<file path="src/rtl/uart_rx_os.sv">
// Oversampling UART receiver: 2-flop rx sync, mid-bit sampling on baud_tick, parity/frame checks,
// single-word valid/ready holding register that drops new frames (flagging overrun) while stalled.
module uart_rx_os #(
  parameter int DATA_WIDTH  = 8,
  parameter int OVERSAMPLE  = 16,
  parameter int PARITY_MODE = 1,
  parameter int STOP_BITS   = 1
) (
  input  logic                  clk,
  input  logic                  reset,
  input  logic                  baud_tick,
  input  logic                  rx,
  output logic [DATA_WIDTH-1:0] out_data,
  output logic                  out_valid,
  input  logic                  out_ready,
  output logic                  parity_err,
  output logic                  frame_err,
  output logic                  overrun
);

  localparam int TW = $clog2(OVERSAMPLE);
  localparam int BW = $clog2(DATA_WIDTH + 1);
  localparam logic [TW-1:0] HALF      = TW'(OVERSAMPLE / 2 - 1);
  localparam logic [TW-1:0] FULL      = TW'(OVERSAMPLE - 1);
  localparam logic [BW-1:0] LAST_BIT  = BW'(DATA_WIDTH - 1);
  localparam logic [BW-1:0] LAST_STOP = BW'(STOP_BITS - 1);

  typedef enum logic [2:0] {IDLE, START, DATA, PARITY, STOP, WAIT_IDLE} state_t;

  state_t                state, state_nxt;
  logic                  rx_meta, rx_s;
  logic [TW-1:0]         tick_cnt, tick_nxt;
  logic [BW-1:0]         bit_cnt, bit_nxt;
  logic [DATA_WIDTH-1:0] shift, shift_nxt;
  logic                  perr, perr_nxt;
  logic                  ferr, ferr_nxt;
  logic                  mid;
  logic                  done;

  always_ff @(posedge clk) begin
    if (reset) begin
      rx_meta  <= 1'b1;
      rx_s     <= 1'b1;
      state    <= IDLE;
      tick_cnt <= '0;
      bit_cnt  <= '0;
      shift    <= '0;
      perr     <= 1'b0;
      ferr     <= 1'b0;
    end else begin
      rx_meta  <= rx;
      rx_s     <= rx_meta;
      state    <= state_nxt;
      tick_cnt <= tick_nxt;
      bit_cnt  <= bit_nxt;
      shift    <= shift_nxt;
      perr     <= perr_nxt;
      ferr     <= ferr_nxt;
    end
  end

  always_comb begin
    state_nxt = state;
    tick_nxt  = tick_cnt;
    bit_nxt   = bit_cnt;
    shift_nxt = shift;
    perr_nxt  = perr;
    ferr_nxt  = ferr;
    done      = 1'b0;
    // Past the start bit, every OVERSAMPLE-th tick lands mid-bit.
    mid       = baud_tick && (tick_cnt == FULL);
    if (baud_tick && !mid) tick_nxt = tick_cnt + TW'(1);
    case (state)
      IDLE: begin
        tick_nxt = '0;
        if (baud_tick && !rx_s) begin
          state_nxt = START;
          bit_nxt   = '0;
          perr_nxt  = 1'b0;
          ferr_nxt  = 1'b0;
        end
      end
      START: begin
        if (baud_tick && tick_cnt == HALF) begin
          tick_nxt  = '0;
          state_nxt = rx_s ? IDLE : DATA;
        end
      end
      DATA: begin
        if (mid) begin
          tick_nxt  = '0;
          shift_nxt = {rx_s, shift[DATA_WIDTH-1:1]};
          if (bit_cnt == LAST_BIT) begin
            bit_nxt   = '0;
            state_nxt = (PARITY_MODE != 0) ? PARITY : STOP;
          end else begin
            bit_nxt = bit_cnt + BW'(1);
          end
        end
      end
      PARITY: begin
        if (mid) begin
          tick_nxt  = '0;
          perr_nxt  = (PARITY_MODE == 2) ? (^shift ^ rx_s) : ~(^shift ^ rx_s);
          state_nxt = STOP;
        end
      end
      STOP: begin
        if (mid) begin
          tick_nxt = '0;
          if (!rx_s) ferr_nxt = 1'b1;
          if (bit_cnt == LAST_STOP) begin
            bit_nxt   = '0;
            done      = 1'b1;
            state_nxt = rx_s ? IDLE : WAIT_IDLE;
          end else begin
            bit_nxt = bit_cnt + BW'(1);
          end
        end
      end
      WAIT_IDLE: begin
        tick_nxt = '0;
        if (rx_s) state_nxt = IDLE;
      end
      default: state_nxt = IDLE;
    endcase
  end

  // A completing frame wins over the handshake clear; if the held word is stalled it is dropped.
  always_ff @(posedge clk) begin
    if (reset) begin
      out_data   <= '0;
      out_valid  <= 1'b0;
      parity_err <= 1'b0;
      frame_err  <= 1'b0;
      overrun    <= 1'b0;
    end else if (done && (!out_valid || out_ready)) begin
      out_data   <= shift;
      out_valid  <= 1'b1;
      parity_err <= perr;
      frame_err  <= ferr_nxt;
      overrun    <= 1'b0;
    end else if (done) begin
      overrun <= 1'b1;
    end else if (out_valid && out_ready) begin
      out_valid  <= 1'b0;
      parity_err <= 1'b0;
      frame_err  <= 1'b0;
      overrun    <= 1'b0;
    end
  end

endmodule
</file>
<file path="config.mk">
export PLATFORM = sky130hd
export DESIGN_NAME = uart_rx_os
export DESIGN_NICKNAME = d
export VERILOG_FILES = /design/src/rtl/uart_rx_os.sv
export SDC_FILE = /design/constraint.sdc
export NUM_CORES = 1
export LEC_CHECK = 0
export BUFFER_PORTS_ARGS = -buffer_cell sky130_fd_sc_hd__buf_2
export CORE_ASPECT_RATIO = 0.9
export CORE_UTILIZATION = 30
export CTS_CLUSTER_SIZE = 14
export DETAILED_ROUTE_END_ITERATION = 16
export GPL_ROUTABILITY_DRIVEN = 0
export PLACE_DENSITY = 0.51
export SETUP_SLACK_MARGIN = 0.3
export SLEW_MARGIN = 20
export SYNTH_ARGS = -nofsm -noshare
export SYNTH_HDL_FRONTEND = slang
export SYNTH_SLANG_ARGS = --single-unit
</file>
<file path="constraint.sdc">
create_clock -name clk -period 3.6 [get_ports clk]
set_input_delay 0.18 -clock clk [delete_from_list [all_inputs] [get_ports clk]]
set_output_delay 0.18 -clock clk [all_outputs]
set_load 0.02 [all_outputs]
</file>
Word level (Yosys, flattened, before mapping)
Index checks and enable logic that the tools add are counted.
- add/sub/neg operators: 2
- multipliers: 0
- div/mod/pow operators: 0
- $lt $le $gt $ge: 0
- equality and inequality tests: 17
- shift-type cells: 0
- muxes and demuxes: 37
- bitwise logic cells: 2
- reduce and logical (&&, ||, !) cells: 25
- operator list (operator ; count):
    4-bit two-way mux ; 8
    3-bit two-way mux ; 9
    4-bit case mux with 3 select lines ; 2
    3-bit case mux with 6 select lines ; 1
    2-bit != test, second input constant ; 8
    1-bit two-way mux ; 14
    4-bit by 1-bit adder with 4-bit output, second input constant ; 2
    4-bit by 3-bit equality test with 1-bit output, second input constant ; 2
    8-bit AND reduction ; 1
    8-bit XOR reduction ; 1
    3-bit by 2-bit equality test with 1-bit output, second input constant ; 2
    3-bit equality test, second input constant ; 2
    1-bit logical AND ; 6
    2-bit nonzero test ; 3
    4-bit equality test, second input constant ; 1
    4-bit logical NOT ; 1
    1-bit case mux with 2 select lines ; 2
    2-bit AND reduction ; 2
    4-bit AND reduction ; 1
    2-bit OR reduction ; 2
    3-bit by 1-bit equality test with 1-bit output, second input constant ; 1
    1-bit logical NOT ; 3
    3-bit logical NOT ; 1
    3-bit AND reduction ; 1
    7 further kinds ; 7
- register bits after elaboration: 35
- bits in latches: 0
- bits in writable memories: 0
- bits in read-only memories: 0
- memories kept: 0

Depth between registers and ports, before layout
Gate-level depths: netlist of the first run.
- depth in word-level cells: 7
- depth in mapped cells: 8
- gate-level depth less buffers: 7

Worst setup path after synthesis of the first run
No wires, ideal clock.
- path type: flip-flop to flip-flop
- start point: reg bit_cnt[0]
- end point: reg state[0]
- arrival time: 1805 ps
- data required time: 3530 ps
- slack: 1725 ps
- stages on the path, launching flop included: 8
- clock period less this slack: 1875 ps
- path through: dfxtp_1 inv_1 ha_1 or3b_1 a22oi_2 o31ai_1 or4b_1 a21oi_1
- cells in the longest elaborated chain, start to end: 3
- elaborated cells on any way between the ends: 5
- those cells by class: 3 x eq/ne; 2 x reduce/logical
- RTL lines (what ; line ; text):
    from (decl) ; 33 ; logic [BW-1:0] bit_cnt, bit_nxt;
    from (signal assigned) ; 55 ; bit_cnt <= bit_nxt;
    4-bit by 3-bit equality test with 1-bit output or 4-bit logical NOT (tied branches) ; 93, 112 ;
    2-bit != test (no source line) ; n/a ;
    8-bit AND reduction (no source line) (*) ; n/a ;
    to (signal assigned) ; 53 ; state <= state_nxt;
    to (decl) ; 30 ; state_t state, state_nxt;
Every way passes the cells marked *; elsewhere a longest branch is shown, timed or not.
A chain may end at the register's enable or synchronous reset.

Worst setup path in the final report of the first run
- start point: reg tick_cnt[0]
- end point: reg parity_err
- cells in the longest elaborated chain, start to end: 7
- elaborated cells on any way between the ends: 9
- those cells by class: 2 x eq/ne; 3 x mux; 4 x reduce/logical
- RTL lines (what ; line ; text):
    from (decl) ; 32 ; logic [TW-1:0] tick_cnt, tick_nxt;
    from (signal assigned) ; 54 ; tick_cnt <= tick_nxt;
    4-bit equality test (*) ; 71 ; mid = baud_tick && (tick_cnt == FULL);
    1-bit logical AND (*) ; 71 ;
    1-bit two-way mux (*) ; 109 ; if (mid) begin
    1-bit two-way mux (*) ; 73 ; case (state)
    1-bit logical AND ; 137 ; end else if (done && (!out_valid || out_ready)) begin
    2-bit by 1-bit != test with 1-bit output (no source line) or 2-bit nonzero test (tied branches) ; n/a ;
    2-bit AND reduction (no source line) ; n/a ;
    to (signal assigned) ; 140 ; parity_err <= perr;
    to (decl) ; 16 ; output logic parity_err,
Marked as above.

==> results.toml, run 1 <==
[outcome]
status = "finished clean"

[detailed_routing]
drtPass1Iterations = 4
drt_iter0_drc = 52
drc = 0
antenna_left = 0
vias = 1338
avgViaCountPerCell = 4.80
wirelength_um = 3330
wl_per_cell_um = 11.9

[clock_tree]
clk_path_buf_depth = 2
postCtsSetupBuffers = 0
clkTransAtPathRegs_ns = 0.07
clock-sinks = 35
clock_latency_ns = 0.28
cts_resized = 0
cts_buffers = 5
cts_tree = "built"
cts.htree.levels = 2
hold_buffers = 0
cts-root-buf = "clkbuf_8"

[final_layout]
seq_area_um2 = 701
multi_input_area_um2 = 908
syn_to_final_growth_pct = 12.2
drive_gt1_frac = 0.151
num_antenna_cells = 0
fillers = 572
finish.utilization = 0.354
nNetsFinal = 219

[timing]
finClkSkew_ns = 0.00336
slew_headroom = 0.539
setup_tns_ns = 0
max_freq_ghz = 0.447
setup_viol = 0
max_slew.worst_pin.slew_ns = 0.691
timing_hold_violations_final = 0
finalMaxSlewViolations = 0
final.min_clock_period_ns = 2.24
rsz0062_at_grt = "false"
period_share = 0.622

[floorplanning]
dieArea_um2 = 5850
coreArea_um2 = 5290
num_rows = 25
start_util = 0.315
fp.dieH_um = 72.7
num_io_pins = 17
die_x_um = 80.5

[yosys]
synth_ff_type = "dfxtp_1"
ys_seq_elements = 35
yosysSeqAreaShare = 0.421
synth_edf_count = 0
postSynthCellCount = 197
syn-cell-area_um2 = 1670
synth_fp_nets = 205
synth.distinct_cells = 43
async_flop_share = 0
synth_warnings = 0
synth_area_per_cell_um2 = 8.45

[placement]
dpl.hpwl_um = 2260
port_buffers = 16

[critical_path]
endpoint_kind = "flip-flop"
cp_max_fo = 10
required_ns = 3.82
worstSetupPathType = "reg -> reg"
reg2regPathDepth = 6
worstPathArrival_ns = 2.46
cp-start-kind = "flip-flop"

[global_route]
overflow = 0
grt_first_pass_wirelength_um = 5510
grt_max_degree = 32
grt_pass1_vias = 1152
antenna_found_initial = 0
grt_usage = 0.122

[power]
vdd_drop_max_mv = 0.230
power.density_nw_per_um2 = 412
p_leak_nw = 0.712

[hold_path]
worstHoldPathType = "in -> reg"
holdPathStages = 2

[job]
maxCapViolCount = 0
## kinds of logic (layout without fill, tap and decap cells)
family,after synthesis,in the layout,synth area share
compound gates,47,47,0.162
simple gates,88,88,0.292
fa+ha+maj,3,3,0.0225
buf+inv,13,28,0.0338
mux,2,2,0.0128
xor+xnor,9,9,0.0556
flops,35,35,0.421
## worst paths after layout
kind,from,to,slack [ns]
worst min register to register,rx_meta$_SDFF_PP1_,rx_s$_SDFF_PP1_,0.41
worst min-delay path,rx,rx_meta$_SDFF_PP1_,0.07
worst max-delay path,tick_cnt[0]$_SDFF_PP0_,parity_err$_SDFFE_PP0P_,1.36
worst max register to register,tick_cnt[0]$_SDFF_PP0_,parity_err$_SDFFE_PP0P_,1.36
## worst max-delay path, cell delays in order (launching register included)
cell,delay (ns)
dfxtp_1,0.37
ha_1,0.27
and4_1,0.40
nand4_1,0.23
nor2b_1,0.60
nand2_1,0.16
a21oi_1,0.16
## synth_stat cells (all sizes together) (2+ instances only)
cell type,instances,area [µm²]
nand2,40,150
dfxtp,35,701
a21oi,31,155
nor2,9,33.8
o21ai,9,45.0
nand3,7,35.0
buf,6,30.0
nor2b,5,31.3
xnor2,5,43.8
inv,4,15.0
nor3b,4,46.3
clkbuf,3,11.3
ha,3,37.5
nand2b,3,18.8
nor3,3,26.3
xor2,3,26.3
and2,2,12.5
nand4,2,27.5
or2,2,12.5
or3b,2,17.5
or4b,2,20.0
## layout make-up
| cell class | count | share of cell area |
|---|---|---|
| clock buffer | 7 | 0.0408 |
| inverter | 4 | 0.00803 |
| multi-input combinational | 149 | 0.486 |
| sequential | 35 | 0.375 |
| timing repair buffer | 16 | 0.0428 |
| clock inverter | 1 | 0.00268 |
| tap | 67 | 0.0448 |
## power breakdown
| part | leakage, nW | switching [mW] | internal (mW) | total, mW |
|---|---|---|---|---|
| clock | 0.0422 | 0.138 | 0.136 | 0.273 |
| sequential | 0.283 | 0.0235 | 0.396 | 0.419 |
| combinational | 0.387 | 0.0398 | 0.0378 | 0.0776 |
## cells in the final DEF (no fill, tap or decap), types with 4 or more instances in the layout
| cell | count |
|---|---|
| a21oi_1 | 31 |
| o21ai_0 | 9 |
| inv_1 | 4 |
| nand3_1 | 7 |
| nand2_1 | 40 |
| nor2_1 | 9 |
| buf_2 | 16 |
| nor2b_1 | 5 |
| clkbuf_8 | 5 |
| xnor2_1 | 5 |
| dfxtp_1 | 35 |
## sequential cells by signal, summed over array words and instances, names as in the netlist, 3 cells and up
signal and flops:
state 3, tick_cnt 4, out_data 8, bit_cnt 4, shift 8
## per-layer routing
layer,up-vias,GRT usage,part of all wire
met3,5,0.0313,0.035
met2,18,0.184,0.44
met5,-,0,0
li1,703,-,-
met1,612,0.167,0.51
met4,0,0.0476,0.013
## through the flow
| stage | cell area, µm² | worst slack, ns | hold WS, ns | instances | total power [mW] |
|---|---|---|---|---|---|
| after global placement | 1790 | 1.41 | 0.363 | 271 | 0.506 |
| after global routing | 1870 | 1.06 | 0.0748 | 279 | 0.804 |
| after detailed placement | 1790 | 1.36 | 0.365 | 271 | 0.505 |
| after floorplan | 1670 | 1.72 | 0.273 | 197 | 0.490 |
| after CTS | 1870 | 1.35 | 0.0699 | 279 | 0.778 |
| final | 1870 | 1.36 | 0.0749 | 279 | 0.770 |
(Power assumes the default switching activity.)
==> run 2, diff against run 1 <==
- clock period: 3.6 -> 2.1 ns (I/O delays scaled with it)
==> run 2 against run 1 <==
Against the previous run:
- register-to-register slack worse by 1.3 ns
- design area up 12%
- core utilization grew 4.3 points
- clock-buffer cell count down 2
- die area is the same
- combinational power grew to 2.8 times the previous value
- wire length increased by 3.9%
- final cell count increased by 5.4%
- first-iteration DRC count is 38% higher
- fmax rose by 11%
- largest cell class unchanged
- largest power group unchanged
==> results.toml, run 2 (synthesized netlist as in run 1, its figures left out) <==
[detailed_routing]
antenna_left = 0
drc = 0
drtPass1Iterations = 4
drt_iter0_drc = 72
wirelength_um = 3460
wl_per_cell_um = 11.8
vias = 1398
avgViaCountPerCell = 4.76

[critical_path]
cp_slowest_cell = "or4b_4"
slowest_delay_ns = 0.55
cp-start-kind = "flip-flop"
cp_top_family = "simple AND/OR/NAND/NOR gates"
endpoint_kind = "flip-flop"
path_buf_inv = 1
worstSetupPathType = "reg -> reg"
cp_max_fo = 3
path_cells = "inv_2 > ha_4 > or3b_4 > a22oi_2 > o31ai_2 > or4b_4 > a21oi_2"
worstPathArrival_ns = 2.23
required_ns = 2.32

[floorplanning]
fp.dieH_um = 72.7
num_rows = 25
coreArea_um2 = 5290
die_x_um = 80.5
num_io_pins = 17
dieArea_um2 = 5850
start_util = 0.315

[final_layout]
num_antenna_cells = 0
largestRegisters = "out_data (8), shift (8)"
layout_common_cells = "nand2_1 (40), dfxtp_1 (30), a21oi_1 (29), buf_2 (16), buf_4 (12)"
drive_gt1_frac = 0.286
final_common_cell = "nand2_1"
design_area_um2 = 2100
stdcell_count = 294
syn_to_final_growth_pct = 26.0
nNetsFinal = 234

[power]
switching_share = 0.254
power.density_nw_per_um2 = 730
netSwitchingPower_mw = 0.389
p_leak_nw = 0.812
combPwrFrac = 0.144
vdd_drop_max_mv = 0.358
pwr-share-seq = 0.458
p_clk_frac = 0.398
internal-power_mw = 1.14

[timing]
setup_viol = 0
max_slew.worst_pin.slew_ns = 0.599
fin_hold_ws_ns = 0.125
final.min_clock_period_ns = 2.01
max_freq_ghz = 0.497
finalMaxSlewViolations = 0
timing_hold_violations_final = 0
setup_tns_ns = 0
finClkSkew_ns = 0.00512
period_share = 0.959
slew_headroom = 0.601
rsz0062_at_grt = "true"

[placement]
port_buffers = 16
dpl.hpwl_um = 2300
dpl.cell_count = 280
placed_area_um2 = 1870

[outcome]
status = "finished clean"

[global_route]
overflow = 0
grt-busiest-layer = "met2"
grt_use_met3 = 0.0325
antenna_found_initial = 0
grt_pass1_vias = 1187
grt_use_met2 = 0.184
grt_usage = 0.128
grt_first_pass_wirelength_um = 5640
grt.met1_usage = 0.182
grt_max_degree = 32

[clock_tree]
clock-sinks = 35
cts.htree.levels = 2
cts_buffers = 5
cts-root-buf = "clkbuf_8"
clk_path_buf_depth = 2
clkTransAtPathRegs_ns = 0.07
clock_latency_ns = 0.29
cts_tree = "built"

[job]
maxCapViolCount = 0

[hold_path]
worstHoldPathType = "in -> reg"
[run 2: cell count changes in the layout (fill, tap and decap cells not counted), sizes merged]
cell / previous run / this run
clkbuf: 7 / 5
buf: 16 / 30
bufinv: 0 / 1
clkinv: 1 / 2
dlygate4sd3: 0 / 1
[run 2: metal layers]
layer / vias up / share of wire / routed length [µm]
met2: 19 / 0.45 / 1550
met5: - / 0 / 0
met4: 0 / 0.015 / 52
met1: 644 / 0.50 / 1750
met3: 5 / 0.031 / 108
li1: 730 / - / -
[run 2: final timing paths]
kind,from,end,slack [ns],cells past startpoint
worst max-delay path,bit_cnt[1]$_SDFFE_PP0P_,state[0]$_SDFFE_PP0P_,0.09,7
worst min-delay path,out_ready,parity_err$_SDFFE_PP0P_,0.13,4
worst max register to register,bit_cnt[1]$_SDFFE_PP0P_,state[0]$_SDFFE_PP0P_,0.09,7
worst min register to register,rx_meta$_SDFF_PP1_,rx_s$_SDFF_PP1_,0.41,1
[run 2: worst register-to-register path, stage by stage (launching register included)]
cell	delay, ns
dfxtp_2	0.34
inv_2	0.08
ha_4	0.13
or3b_4	0.38
a22oi_2	0.23
o31ai_2	0.12
or4b_4	0.55
a21oi_2	0.13
[run 2: metrics by stage]
stage	total power [mW]	setup WS, ns	utilization
floorplan	0.841	0.250	-
global placement	0.884	0.132	0.353
detailed placement	0.883	0.0697	0.353
CTS	1.52	0.119	0.384
global route	1.60	0.0238	0.397
finish	1.53	0.0866	0.397
[run 2: what timing repair did]
item	CTS	global route
setup buffers	2	3
gates resized for setup	9	13
endpoints found under the hold margin	1	0
pin swaps	2	7
hold buffers	1	0
endpoints found under the setup margin	3	16
[run 2: layout make-up]
class | count | area (µm²)
clock buffer | 5 | 68.8
clock inverter | 3 | 43.8
fill | 534 | 3190
inverter | 4 | 15.0
multi-input combinational | 149 | 975
sequential | 35 | 709
tap | 67 | 83.8
timing repair buffer | 31 | 203
[run 2: power by group through the flow]
stage | combinational [mW] | sequential [mW] | clock [mW]
after global placement | 0.172 | 0.712 | 0
after detailed placement | 0.171 | 0.712 | 0
after global routing | 0.243 | 0.706 | 0.656
final | 0.221 | 0.702 | 0.609
after CTS | 0.189 | 0.701 | 0.631
after floorplan | 0.136 | 0.705 | 0
